**src/rtl/rv_pkg.sv**
```systemverilog
// Shared RV32I load/store codes, LSU state encoding and latched-operand record.
package rv_pkg;

  localparam logic [2:0] F3_LB  = 3'd0;
  localparam logic [2:0] F3_LH  = 3'd1;
  localparam logic [2:0] F3_LW  = 3'd2;
  localparam logic [2:0] F3_LBU = 3'd4;
  localparam logic [2:0] F3_LHU = 3'd5;
  localparam logic [2:0] F3_SB  = 3'd0;
  localparam logic [2:0] F3_SH  = 3'd1;
  localparam logic [2:0] F3_SW  = 3'd2;

  typedef enum logic {
    ST_IDLE = 1'b0,
    ST_BUSY = 1'b1
  } lsu_state_t;

  typedef struct packed {
    logic [31:0] addr;
    logic [31:0] sdata;
    logic [2:0]  funct3;
    logic        store;
    logic [4:0]  rd;
  } lsu_req_t;

  // funct3[1:0] encodes access size for every legal code: 0 byte, 1 half, 2 word.
  function automatic logic lsu_legal(input logic ld, input logic st,
                                     input logic [2:0] f3, input logic [1:0] lo);
    logic ok_code;
    logic ok_align;
    if (ld) ok_code = f3 inside {F3_LB, F3_LH, F3_LW, F3_LBU, F3_LHU};
    else    ok_code = f3 inside {F3_SB, F3_SH, F3_SW};
    case (f3[1:0])
      2'd1:    ok_align = !lo[0];
      2'd2:    ok_align = (lo == 2'b00);
      default: ok_align = 1'b1;
    endcase
    return (ld ^ st) && ok_code && ok_align;
  endfunction

endpackage

```
**src/rtl/load_store_unit_if.sv**
```systemverilog
// Memory bus between the load/store unit (master) and the data memory (slave).
interface load_store_unit_if;
  logic        o_MemReq;
  logic        o_MemWe;
  logic [31:0] o_MemAddr;
  logic [31:0] o_MemWdata;
  logic [3:0]  o_MemBe;
  logic        i_MemAck;
  logic [31:0] i_MemRdata;

  modport master (
    output o_MemReq, o_MemWe, o_MemAddr, o_MemWdata, o_MemBe,
    input  i_MemAck, i_MemRdata
  );

  modport slave (
    input  o_MemReq, o_MemWe, o_MemAddr, o_MemWdata, o_MemBe,
    output i_MemAck, i_MemRdata
  );
endinterface

```
**src/rtl/lsu_align.sv**
```systemverilog
// Byte-lane steering: store byte enables and replication, load lane select and extension.
module lsu_align
  import rv_pkg::*;
(
  input  logic [2:0]  funct3,
  input  logic [1:0]  off,
  input  logic        store,
  input  logic [31:0] sdata,
  input  logic [31:0] rdata,
  output logic [3:0]  be,
  output logic [31:0] wdata,
  output logic [31:0] ldata
);

  logic [31:0] lane;
  assign lane = rdata >> {off, 3'b000};

  always_comb begin
    be    = 4'b1111;
    wdata = sdata;
    if (store) begin
      case (funct3)
        F3_SB: begin
          be    = 4'b0001 << off;
          wdata = {4{sdata[7:0]}};
        end
        F3_SH: begin
          be    = 4'b0011 << off;
          wdata = {2{sdata[15:0]}};
        end
        default: ;
      endcase
    end
  end

  always_comb begin
    ldata = lane;
    case (funct3)
      F3_LB:  ldata = {{24{lane[7]}}, lane[7:0]};
      F3_LH:  ldata = {{16{lane[15]}}, lane[15:0]};
      F3_LBU: ldata = {24'd0, lane[7:0]};
      F3_LHU: ldata = {16'd0, lane[15:0]};
      default: ;
    endcase
  end

endmodule

```
**src/rtl/load_store_unit.sv**
```systemverilog
// Single-outstanding load/store unit: validates, issues one bus access, waits for ack or timeout.
module load_store_unit
  import rv_pkg::*;
#(
  parameter int TIMEOUT = 16
) (
  input  logic        i_Clk,
  input  logic        i_Rst,
  input  logic        i_Valid,
  input  logic        i_fLoad,
  input  logic        i_fStore,
  input  logic [2:0]  i_Funct3,
  input  logic [31:0] i_Addr,
  input  logic [31:0] i_StoreData,
  input  logic [4:0]  i_Rd,
  output logic        o_Stall,
  load_store_unit_if.master mem,
  output logic        o_Valid,
  output logic [31:0] o_Data,
  output logic [4:0]  o_Rd,
  output logic        o_fFault,
  output logic        o_fBusErr
);

  localparam logic [7:0] CNT_LAST = 8'(TIMEOUT - 1);

  lsu_state_t  state, state_nxt;
  lsu_req_t    req;
  logic [7:0]  cnt;
  logic        accept, fault_now, pass_now, ack_now, to_now;
  logic        busy;
  logic [3:0]  be;
  logic [31:0] wdata, ldata;

  assign busy = (state == ST_BUSY);

  always_comb begin
    state_nxt = state;
    o_Stall   = 1'b0;
    accept    = 1'b0;
    fault_now = 1'b0;
    pass_now  = 1'b0;
    ack_now   = 1'b0;
    to_now    = 1'b0;
    case (state)
      ST_IDLE: begin
        if (i_Valid && (i_fLoad || i_fStore)) begin
          if (lsu_legal(i_fLoad, i_fStore, i_Funct3, i_Addr[1:0])) begin
            accept    = 1'b1;
            o_Stall   = 1'b1;
            state_nxt = ST_BUSY;
          end else begin
            fault_now = 1'b1;
          end
        end else if (i_Valid) begin
          pass_now = 1'b1;
        end
      end
      ST_BUSY: begin
        // Ack beats a coincident timeout.
        if (mem.i_MemAck) begin
          ack_now   = 1'b1;
          state_nxt = ST_IDLE;
        end else if (cnt == CNT_LAST) begin
          to_now    = 1'b1;
          state_nxt = ST_IDLE;
        end else begin
          o_Stall = 1'b1;
        end
      end
      default: state_nxt = ST_IDLE;
    endcase
  end

  always_ff @(posedge i_Clk or negedge i_Rst) begin
    if (!i_Rst) begin
      state     <= ST_IDLE;
      req       <= '0;
      cnt       <= '0;
      o_Valid   <= 1'b0;
      o_Data    <= '0;
      o_Rd      <= '0;
      o_fFault  <= 1'b0;
      o_fBusErr <= 1'b0;
    end else begin
      state     <= state_nxt;
      o_Valid   <= 1'b0;
      o_fFault  <= 1'b0;
      o_fBusErr <= 1'b0;
      if (accept) begin
        req <= '{addr: i_Addr, sdata: i_StoreData, funct3: i_Funct3,
                 store: i_fStore, rd: i_Rd};
        cnt <= '0;
      end
      if (busy && !ack_now && !to_now) cnt <= cnt + 8'd1;
      if (pass_now) begin
        o_Valid <= 1'b1;
        o_Data  <= i_Addr;
        o_Rd    <= i_Rd;
      end
      if (fault_now) begin
        o_Valid  <= 1'b1;
        o_fFault <= 1'b1;
        o_Data   <= '0;
        o_Rd     <= i_Rd;
      end
      if (ack_now) begin
        o_Valid <= 1'b1;
        o_Data  <= req.store ? 32'd0 : ldata;
        o_Rd    <= req.rd;
      end
      if (to_now) begin
        o_Valid   <= 1'b1;
        o_fBusErr <= 1'b1;
        o_Data    <= '0;
        o_Rd      <= req.rd;
      end
    end
  end

  lsu_align u_align (
    .funct3 (req.funct3),
    .off    (req.addr[1:0]),
    .store  (req.store),
    .sdata  (req.sdata),
    .rdata  (mem.i_MemRdata),
    .be     (be),
    .wdata  (wdata),
    .ldata  (ldata)
  );

  // Bus outputs are forced low outside BUSY so reset clears them immediately.
  assign mem.o_MemReq   = busy;
  assign mem.o_MemWe    = busy & req.store;
  assign mem.o_MemAddr  = busy ? {req.addr[31:2], 2'b00} : 32'd0;
  assign mem.o_MemWdata = busy ? wdata : 32'd0;
  assign mem.o_MemBe    = busy ? be : 4'd0;

endmodule

```
**src/flat_wrapper.sv**
```systemverilog
// flat-port wrapper written by rule: the top's interface ports become plain ports
module load_store_unit_flat import rv_pkg::*;
#(
  parameter int TIMEOUT = 16
)
  (i_Clk, i_Rst, i_Valid, i_fLoad, i_fStore, i_Funct3, i_Addr, i_StoreData, i_Rd, o_Stall, o_Valid, o_Data, o_Rd, o_fFault, o_fBusErr, mem_o_MemReq, mem_o_MemWe, mem_o_MemAddr, mem_o_MemWdata, mem_o_MemBe, mem_i_MemAck, mem_i_MemRdata);
  load_store_unit_if mem_i ();
  input  logic i_Clk;
  input  logic i_Rst;
  input  logic i_Valid;
  input  logic i_fLoad;
  input  logic i_fStore;
  input  logic [2:0] i_Funct3;
  input  logic [31:0] i_Addr;
  input  logic [31:0] i_StoreData;
  input  logic [4:0] i_Rd;
  output logic o_Stall;
  output logic o_Valid;
  output logic [31:0] o_Data;
  output logic [4:0] o_Rd;
  output logic o_fFault;
  output logic o_fBusErr;
  output wire logic [$bits(mem_i.o_MemReq)-1:0] mem_o_MemReq;
  output wire logic [$bits(mem_i.o_MemWe)-1:0] mem_o_MemWe;
  output wire logic [$bits(mem_i.o_MemAddr)-1:0] mem_o_MemAddr;
  output wire logic [$bits(mem_i.o_MemWdata)-1:0] mem_o_MemWdata;
  output wire logic [$bits(mem_i.o_MemBe)-1:0] mem_o_MemBe;
  input wire logic [$bits(mem_i.i_MemAck)-1:0] mem_i_MemAck;
  input wire logic [$bits(mem_i.i_MemRdata)-1:0] mem_i_MemRdata;
  assign mem_o_MemReq = mem_i.o_MemReq;
  assign mem_o_MemWe = mem_i.o_MemWe;
  assign mem_o_MemAddr = mem_i.o_MemAddr;
  assign mem_o_MemWdata = mem_i.o_MemWdata;
  assign mem_o_MemBe = mem_i.o_MemBe;
  assign mem_i.i_MemAck = mem_i_MemAck;
  assign mem_i.i_MemRdata = mem_i_MemRdata;
  load_store_unit #(.TIMEOUT(TIMEOUT)) u_core (.i_Clk(i_Clk), .i_Rst(i_Rst), .i_Valid(i_Valid), .i_fLoad(i_fLoad), .i_fStore(i_fStore), .i_Funct3(i_Funct3), .i_Addr(i_Addr), .i_StoreData(i_StoreData), .i_Rd(i_Rd), .o_Stall(o_Stall), .mem(mem_i), .o_Valid(o_Valid), .o_Data(o_Data), .o_Rd(o_Rd), .o_fFault(o_fFault), .o_fBusErr(o_fBusErr));
endmodule
```
**config.mk**
```make
export PLATFORM = sky130hd
export DESIGN_NAME = load_store_unit_flat
export DESIGN_NICKNAME = d
export VERILOG_FILES = /design/src/rtl/rv_pkg.sv /design/src/rtl/load_store_unit_if.sv /design/src/rtl/lsu_align.sv /design/src/rtl/load_store_unit.sv /design/src/flat_wrapper.sv
export SDC_FILE = /design/constraint.sdc
export NUM_CORES = 1
export LEC_CHECK = 0
export ABC_AREA = 1
export BUFFER_PORTS_ARGS = -buffer_cell sky130_fd_sc_hd__buf_2
export CELL_PAD_IN_SITES_DETAIL_PLACEMENT = 1
export CELL_PAD_IN_SITES_GLOBAL_PLACEMENT = 1
export CORE_MARGIN = 2
export CORE_UTILIZATION = 39
export CTS_CLUSTER_DIAMETER = 50
export DETAILED_ROUTE_END_ITERATION = 8
export GPL_TIMING_DRIVEN = 0
export PLACE_DENSITY_LB_ADDON = 0.1
export SYNTH_ARGS = -nofsm -noshare
export SYNTH_HDL_FRONTEND = slang
export SYNTH_SLANG_ARGS = --single-unit
```
**constraint.sdc**
```tcl
create_clock -name i_Clk -period 4.35 [get_ports i_Clk]
set_clock_uncertainty 0.05 [all_clocks]
set_input_delay 0.87 -clock i_Clk [delete_from_list [all_inputs] [get_ports i_Clk]]
set_output_delay 0.87 -clock i_Clk [all_outputs]
set_load 0.01 [all_outputs]
```
==> results of run 1 <==
==> final cells by class <==
class | count | area [um2]
fillers | 2281 | 8386
multi-input cells | 642 | 3203
flip-flops and latches | 122 | 3053
repair buffers | 219 | 1125
clock buffers | 18 | 439.2
inverters | 106 | 397.9
well taps | 225 | 281.5
plain buffers | 52 | 245.2
clock inverters | 13 | 166.4
==> worst reg2reg max path, cell delays in order (launching register included) <==
cell and delay [ps]:
dfrtp_1 420, inv_2 160, nand2_1 70, nor2_1 180, nand2_2 210, nand3_4 190, clkbuf_1 490, nand3_1 170
nand2_1 80
==> power breakdown <==
group | switching, mW | internal (mW) | total (mW)
combinational | 1.08 | 0.615 | 1.69
sequential | 0.209 | 1.50 | 1.71
clock | 0.564 | 0.917 | 1.48
total | 1.85 | 3.03 | 4.88
==> Yosys cell counts <==
cell type	n	area share, %
nand2_1	344	19
dfrtp_1	122	44
inv_1	97	5.3
nand3_1	65	4.7
a21oi_1	46	3.3
o21ai_0	41	3.0
mux2_2	40	6.5
nor2_1	38	2.1
clkbuf_1	26	1.4
buf_2	16	1.2
o22ai_1	10	0.91
inv_2	8	0.44
mux2_1	7	1.1
o211ai_1	7	0.76
o32ai_1	7	0.89
buf_4	6	0.65
nor3_1	6	0.44
o31ai_1	6	0.65
ha_1	5	0.91
buf_1	3	0.16
nand2_2	3	0.27
nand3_2	3	0.44
xor2_1	3	0.38
nand4_1	2	0.18
nor2_2	2	0.18
and2_1	1	0.091
buf_6	1	0.16
clkinv_1	1	0.054
conb_1	1	0.054
nand3_4	1	0.25
nor2_8	1	0.29
o2111ai_1	1	0.13
o21ai_1	1	0.073
==> through the flow <==
stage | utilization [%] | power, mW | setup slack, ps
floorplan | - | 2.781 | 1748
global placement | 47.82 | 3.325 | 667.3
detailed placement | 48.02 | 3.395 | 1206
CTS | 51.52 | 4.892 | 1119
global route | 51.52 | 5.194 | 948.5
finish | 51.52 | 4.882 | 1120
==> routing by layer <==
| layer | part of all wire (%) | vias to the layer above | GRT usage [%] | wire [um] |
|---|---|---|---|---|
| li1 | - | 3411 | - | - |
| met1 | 42 | 3396 | 32.04 | 10160 |
| met2 | 51 | 201 | 47.26 | 12380 |
| met3 | 5.6 | 43 | 5.370 | 1369 |
| met4 | 2.0 | 4 | 8.706 | 500 |
| met5 | 0.065 | - | 0 | 16 |
==> final timing paths <==
| check | slack, ps | endpoint |
|---|---|---|
| setup / recovery | 1120 | mem_o_MemWdata[23] |
| hold reg to reg | 430 | u_core.o_Data[20]$_DFFE_PN0P_ |
| setup reg to reg | 2250 | u_core.o_Data[1]$_DFFE_PN0P_ |
| max in group asynchronous | 3190 | u_core.o_Data[27]$_DFFE_PN0P_ |
| hold / removal | 270 | u_core.o_Data[5]$_DFFE_PN0P_ |
| min in group i_Clk | 430 | u_core.o_Data[20]$_DFFE_PN0P_ |
==> flip-flops by register name, summed over array words and instances (netlist names) <==
signal and cells:
u_core.mem.o_MemReq 1, u_core.cnt 8, u_core.o_fFault 1, u_core.req 73, u_core.o_fBusErr 1, u_core.o_Data 32
u_core.o_Rd 5, u_core.o_Valid 1
==> layout by cell type (no fill, tap or decap), types with 2 or more instances in the layout <==
cell,synthesis,routed
a21oi_1,46,46
buf_1,3,3
buf_2,16,233
buf_4,6,6
buf_6,1,2
bufinv_16,0,3
clkbuf_1,26,26
clkbuf_16,0,17
clkinv_2,0,2
clkinv_4,0,2
clkinvlp_4,0,3
conb_1,1,2
dfrtp_1,122,122
ha_1,5,5
inv_1,97,97
inv_2,8,8
inv_6,0,3
mux2_1,7,7
mux2_2,40,40
nand2_1,344,344
nand2_2,3,3
nand3_1,65,65
nand3_2,3,3
nand4_1,2,2
nor2_1,38,38
nor2_2,2,2
nor3_1,6,6
o211ai_1,7,7
o21ai_0,41,41
o22ai_1,10,10
o31ai_1,6,6
o32ai_1,7,7
xor2_1,3,3
==> cell families after synthesis <==
| logic type | synth area share, % |
|---|---|
| other cells | 0.05438 |
| flops | 44.28 |
| compound gates | 9.726 |
| mux | 7.676 |
| buf+inv | 9.327 |
| fa+ha+maj | 0.9073 |
| xor+xnor | 0.3811 |
| simple gates | 27.65 |
==> impl_metrics.tcl, run 1 <==
set metrics [dict create \
    grt_max_degree 93 \
    initial_utilization_pct 39.87 \
    drtPass1Iterations 5 \
    worstPathArrival_ps 2310 \
    routedWlPerCell_um 17.49 \
    drive_gt1_share_pct 28.24 \
    nNetsFinal 1275 \
    ys_ff_latch 122 \
    io_buffers 218 \
    cts_buffers 17 \
    fmax_ghz 0.3096 \
    max_stage_delay_ps 450 \
    grt_pass1_vias 7278 \
    cp.depth 9 \
    grt_pass1_wl_um 38170 \
    period_share_pct 74.24 \
    hold_viol_final 0 \
    drv_cap 0 \
    r2r_cells 8 \
    critPathLaunch "u_core.req[7]$_DFFE_PN0P_" \
    routabilityCongestion 0.8621 \
    cts.sinks 122 \
    whs_ps 268.4 \
    min_path_type "in -> async" \
    cp-start-kind "flip-flop" \
    dpl-instance-area_mm2 0.008305 \
    cts_root_buffer "clkbuf_16" \
    cts_max_path_buffers 2 \
    drt-vias-per-instance 5.050 \
    syn2layout_area_growth_pct 29.23 \
    cts_max_level 4 \
    fin_cells 1397 \
    diodes 0 \
    postCtsSetupRepairBufs 0 \
    worst_slew_pin_slew_ps 675.9 \
    die_x_um 137.0 \
    drt_wl_total_um 24430 \
    min_period_ps 3230 \
    critPathMaxFanout 10 \
    dp_cells 1366 \
    ys_types 33 \
    yosysWarnings 0 \
    ys_seq_area_share_pct 44.28 \
    hold_buffers 0 \
    first_iter_violations 362 \
    cts_resized 0 \
    fp.dieH_um 137.0 \
    stdcell_area_mm2 0.008911 \
    synthCells 921 \
    setup_viol 0 \
    pin_count 221 \
    die_area_mm2 0.01876 \
    clock_latency_ps 430 \
    status "finished clean" \
    crit_family "buffers and inverters" \
    final_antenna_net_count 0 \
    grt_overflow_total 0 \
    crit_required_ps 3430 \
    timing.rr.start "u_core.mem.o_MemReq$_DFF_PN0_" \
    antenna_found_initial 3 \
    powerDensity_mw_per_mm2 547.8 \
    fp.coreArea_mm2 0.01730 \
    slew_headroom_pct 54.94 \
    cts_tree "done" \
    grt_setup_unrepaired "no" \
    clk_pin_slew_ps 60 \
    crit_chain "buf_4 -> inv_2 -> nand2_1 -> inv_2 -> nand2_1 -> inv_1 -> buf_1 -> a21oi_1 -> buf_2" \
    syn_area_per_cell_um2 7.487 \
    grt_use_total_pct 26.59 \
    leakage_nw 5.223 \
    report.final.slew_viol_count 0 \
    setup_tns_ps 0 \
    cp-end-kind "output pin" \
    via_count 7055 \
    rows 48 \
    crit_slowest_cell "buf_1" \
    synth_area_mm2 0.006895 \
    dpl.hpwl_um 18710 \
    drc 0 \
    irDropWorstVdd_uv 245.2 \
    critical_path_class "reg -> out" \
    crit_buf_inv 6 \
]
No activity file was read; power rests on OpenSTA's default activity.
==> run 2: changes to the inputs <==
CORE_UTILIZATION = 36   (was 39)
clock period = 3 ns   (was 4.35 ns; I/O delays follow)
==> impl_metrics.tcl, run 2 (synthesis gave the netlist of run 1 again) <==
set metrics [dict create \
    status "finished clean" \
    grt_max_degree 85 \
    grt_setup_unrepaired "no" \
    hold_buffers 0 \
    critical_path_class "reg -> out" \
    final_common_cell "nand2_1" \
    drive_gt1_share_pct 28.64 \
    min_path_type "in -> async" \
    crit_required_ps 2350 \
    via_count 6984 \
    whs_ps 31.50 \
    syn2layout_area_growth_pct 29.21 \
    first_iter_violations 348 \
    io_buffers 218 \
    die_area_mm2 0.02028 \
    timing.rr.start "u_core.mem.o_MemReq$_DFF_PN0_" \
    crit_buf_inv 6 \
    report.final.slew_viol_count 0 \
    drt_wl_total_um 24780 \
    largest_register_ffs 73 \
    grt_pass1_vias 7253 \
    critPathLaunch "u_core.req[7]$_DFFE_PN0P_" \
    irDropWorstVdd_uv 412.7 \
    grt_overflow_total 0 \
    cp-end-kind "output pin" \
    routabilityCongestion 0.8802 \
    cp.depth 10 \
    fp.dieH_um 142.4 \
    drt-vias-per-instance 4.960 \
    min_period_ps 2853 \
    slew_headroom_pct 60.78 \
    drv_cap 0 \
    crit_end "mem_o_MemWdata[15]" \
    cts_tree "done" \
    p_total_mw 6.965 \
    dpl.hpwl_um 19300 \
    r2r_cells 8 \
    die_x_um 142.4 \
    drtPass1Iterations 4 \
    period_share_pct 95.09 \
    postCtsSetupRepairBufs 0 \
    hold_viol_final 0 \
    top_regs "u_core.req (73), u_core.o_Data (32), u_core.cnt (8)" \
    routedWlPerCell_um 17.60 \
    setup_viol 0 \
    cp-start-kind "flip-flop" \
    leakage_nw 5.218 \
    antenna_found_initial 3 \
    grt_pass1_wl_um 38780 \
    cts_max_path_buffers 2 \
    drc 0 \
    clock_latency_ps 420 \
    regMostFlops "u_core.req" \
    max_stage_delay_ps 350 \
    grt_use_total_pct 24.96 \
    rows 50 \
    crit_chain "buf_4 -> inv_2 -> nand2_1 -> inv_2 -> nand2_1 -> inv_2 -> buf_2 -> nand2_1 -> a21oi_1 -> buf_2" \
    cts_root_buffer "clkbuf_16" \
    layout_common_cells "nand2_1, buf_2, dfrtp_1" \
    r2r_slack_ps 930 \
    critPathMaxFanout 10 \
    rr_endpoint "u_core.o_Data[25]$_DFFE_PN0P_" \
    fp.coreArea_mm2 0.01877 \
    final_antenna_net_count 0 \
    crit_slowest_cell "dfrtp_1" \
    cts_max_level 4 \
    nNetsFinal 1275 \
    cts_buffers 17 \
    fmax_ghz 0.3506 \
    worst_slew_pin_slew_ps 586.1 \
    pin_count 221 \
    cts.sinks 122 \
    worstPathArrival_ps 2200 \
    clk_pin_slew_ps 60 \
    initial_utilization_pct 36.74 \
    crit_family "buffers and inverters" \
    powerDensity_mw_per_mm2 781.7 \
]
[run 2: repair_timing]
item	4_1_cts	5_1_grt
hold endpoints to repair	0	0
gates resized for setup	1	6
endpoints found under the setup margin	1	21
pin swaps	0	0
[run 2: worst min-delay path by stage]
stage	slack, ps	start	endpoint	cells after the start
3_3_place_gp	410	u_core.o_Data[12]$_DFFE_PN0P_	u_core.o_Data[12]$_DFFE_PN0P_	2
6_report	30	i_Rst	u_core.o_Data[3]$_DFFE_PN0P_	1
5_1_grt	50	i_Rst	u_core.o_Data[3]$_DFFE_PN0P_	1
3_5_place_dp	410	u_core.o_Rd[3]$_DFFE_PN0P_	u_core.o_Rd[3]$_DFFE_PN0P_	2
2_1_floorplan	250	i_Rst	u_core.cnt[0]$_DFFE_PN0P_	0
4_1_cts	50	i_Rst	u_core.o_Data[3]$_DFFE_PN0P_	1
[run 2: worst register-to-register path: stages (launching register included)]
cell and delay (ps):
dfrtp_1 420, inv_2 150, nand2_1 70, nor2_1 180, nand2_2 200, nand3_4 180, clkbuf_1 470, nand3_1 180
nand2_1 100
[run 2: where the power goes]
part	switching (mW)	internal (mW)	leakage, nW	total (mW)
registers	0.299	2.17	1.49	2.47
logic	1.53	0.895	3.45	2.43
clock network	0.813	1.25	0.272	2.06
[run 2: cell type report]
class	instances	area (um2)
buffer	52	250.2
multi-input combinational	642	3203
tap	234	292.8
clock buffer	19	442.9
sequential	122	3053
timing repair buffer	219	1125
antenna	1	2.502
inverter	106	397.9
clock inverter	13	142.6
fill	2445	9858
[run 2: stage by stage]
step           cell area (um2)  setup WS [ps]  utilization (%)  std cells  TNS [ps]
6_report                  8910          147.4            47.47       1408         0
5_1_grt                   8907          41.13            47.46       1407         0
4_1_cts                   8904          28.15            47.44       1407         0
3_5_place_dp              8317          397.2            44.31       1375         0
3_3_place_gp              8283         -495.9            44.13       1374    -58710
2_1_floorplan             6899          938.4                -        922         0
[run 2: metal layers]
layer  wire length [um]  track usage, %  share of wire (%)
met5                  7               0              0.028
met4                399           7.139                1.6
met3               1263           5.619                5.1
met2              12300           43.48                 50
met1              10810           31.09                 44
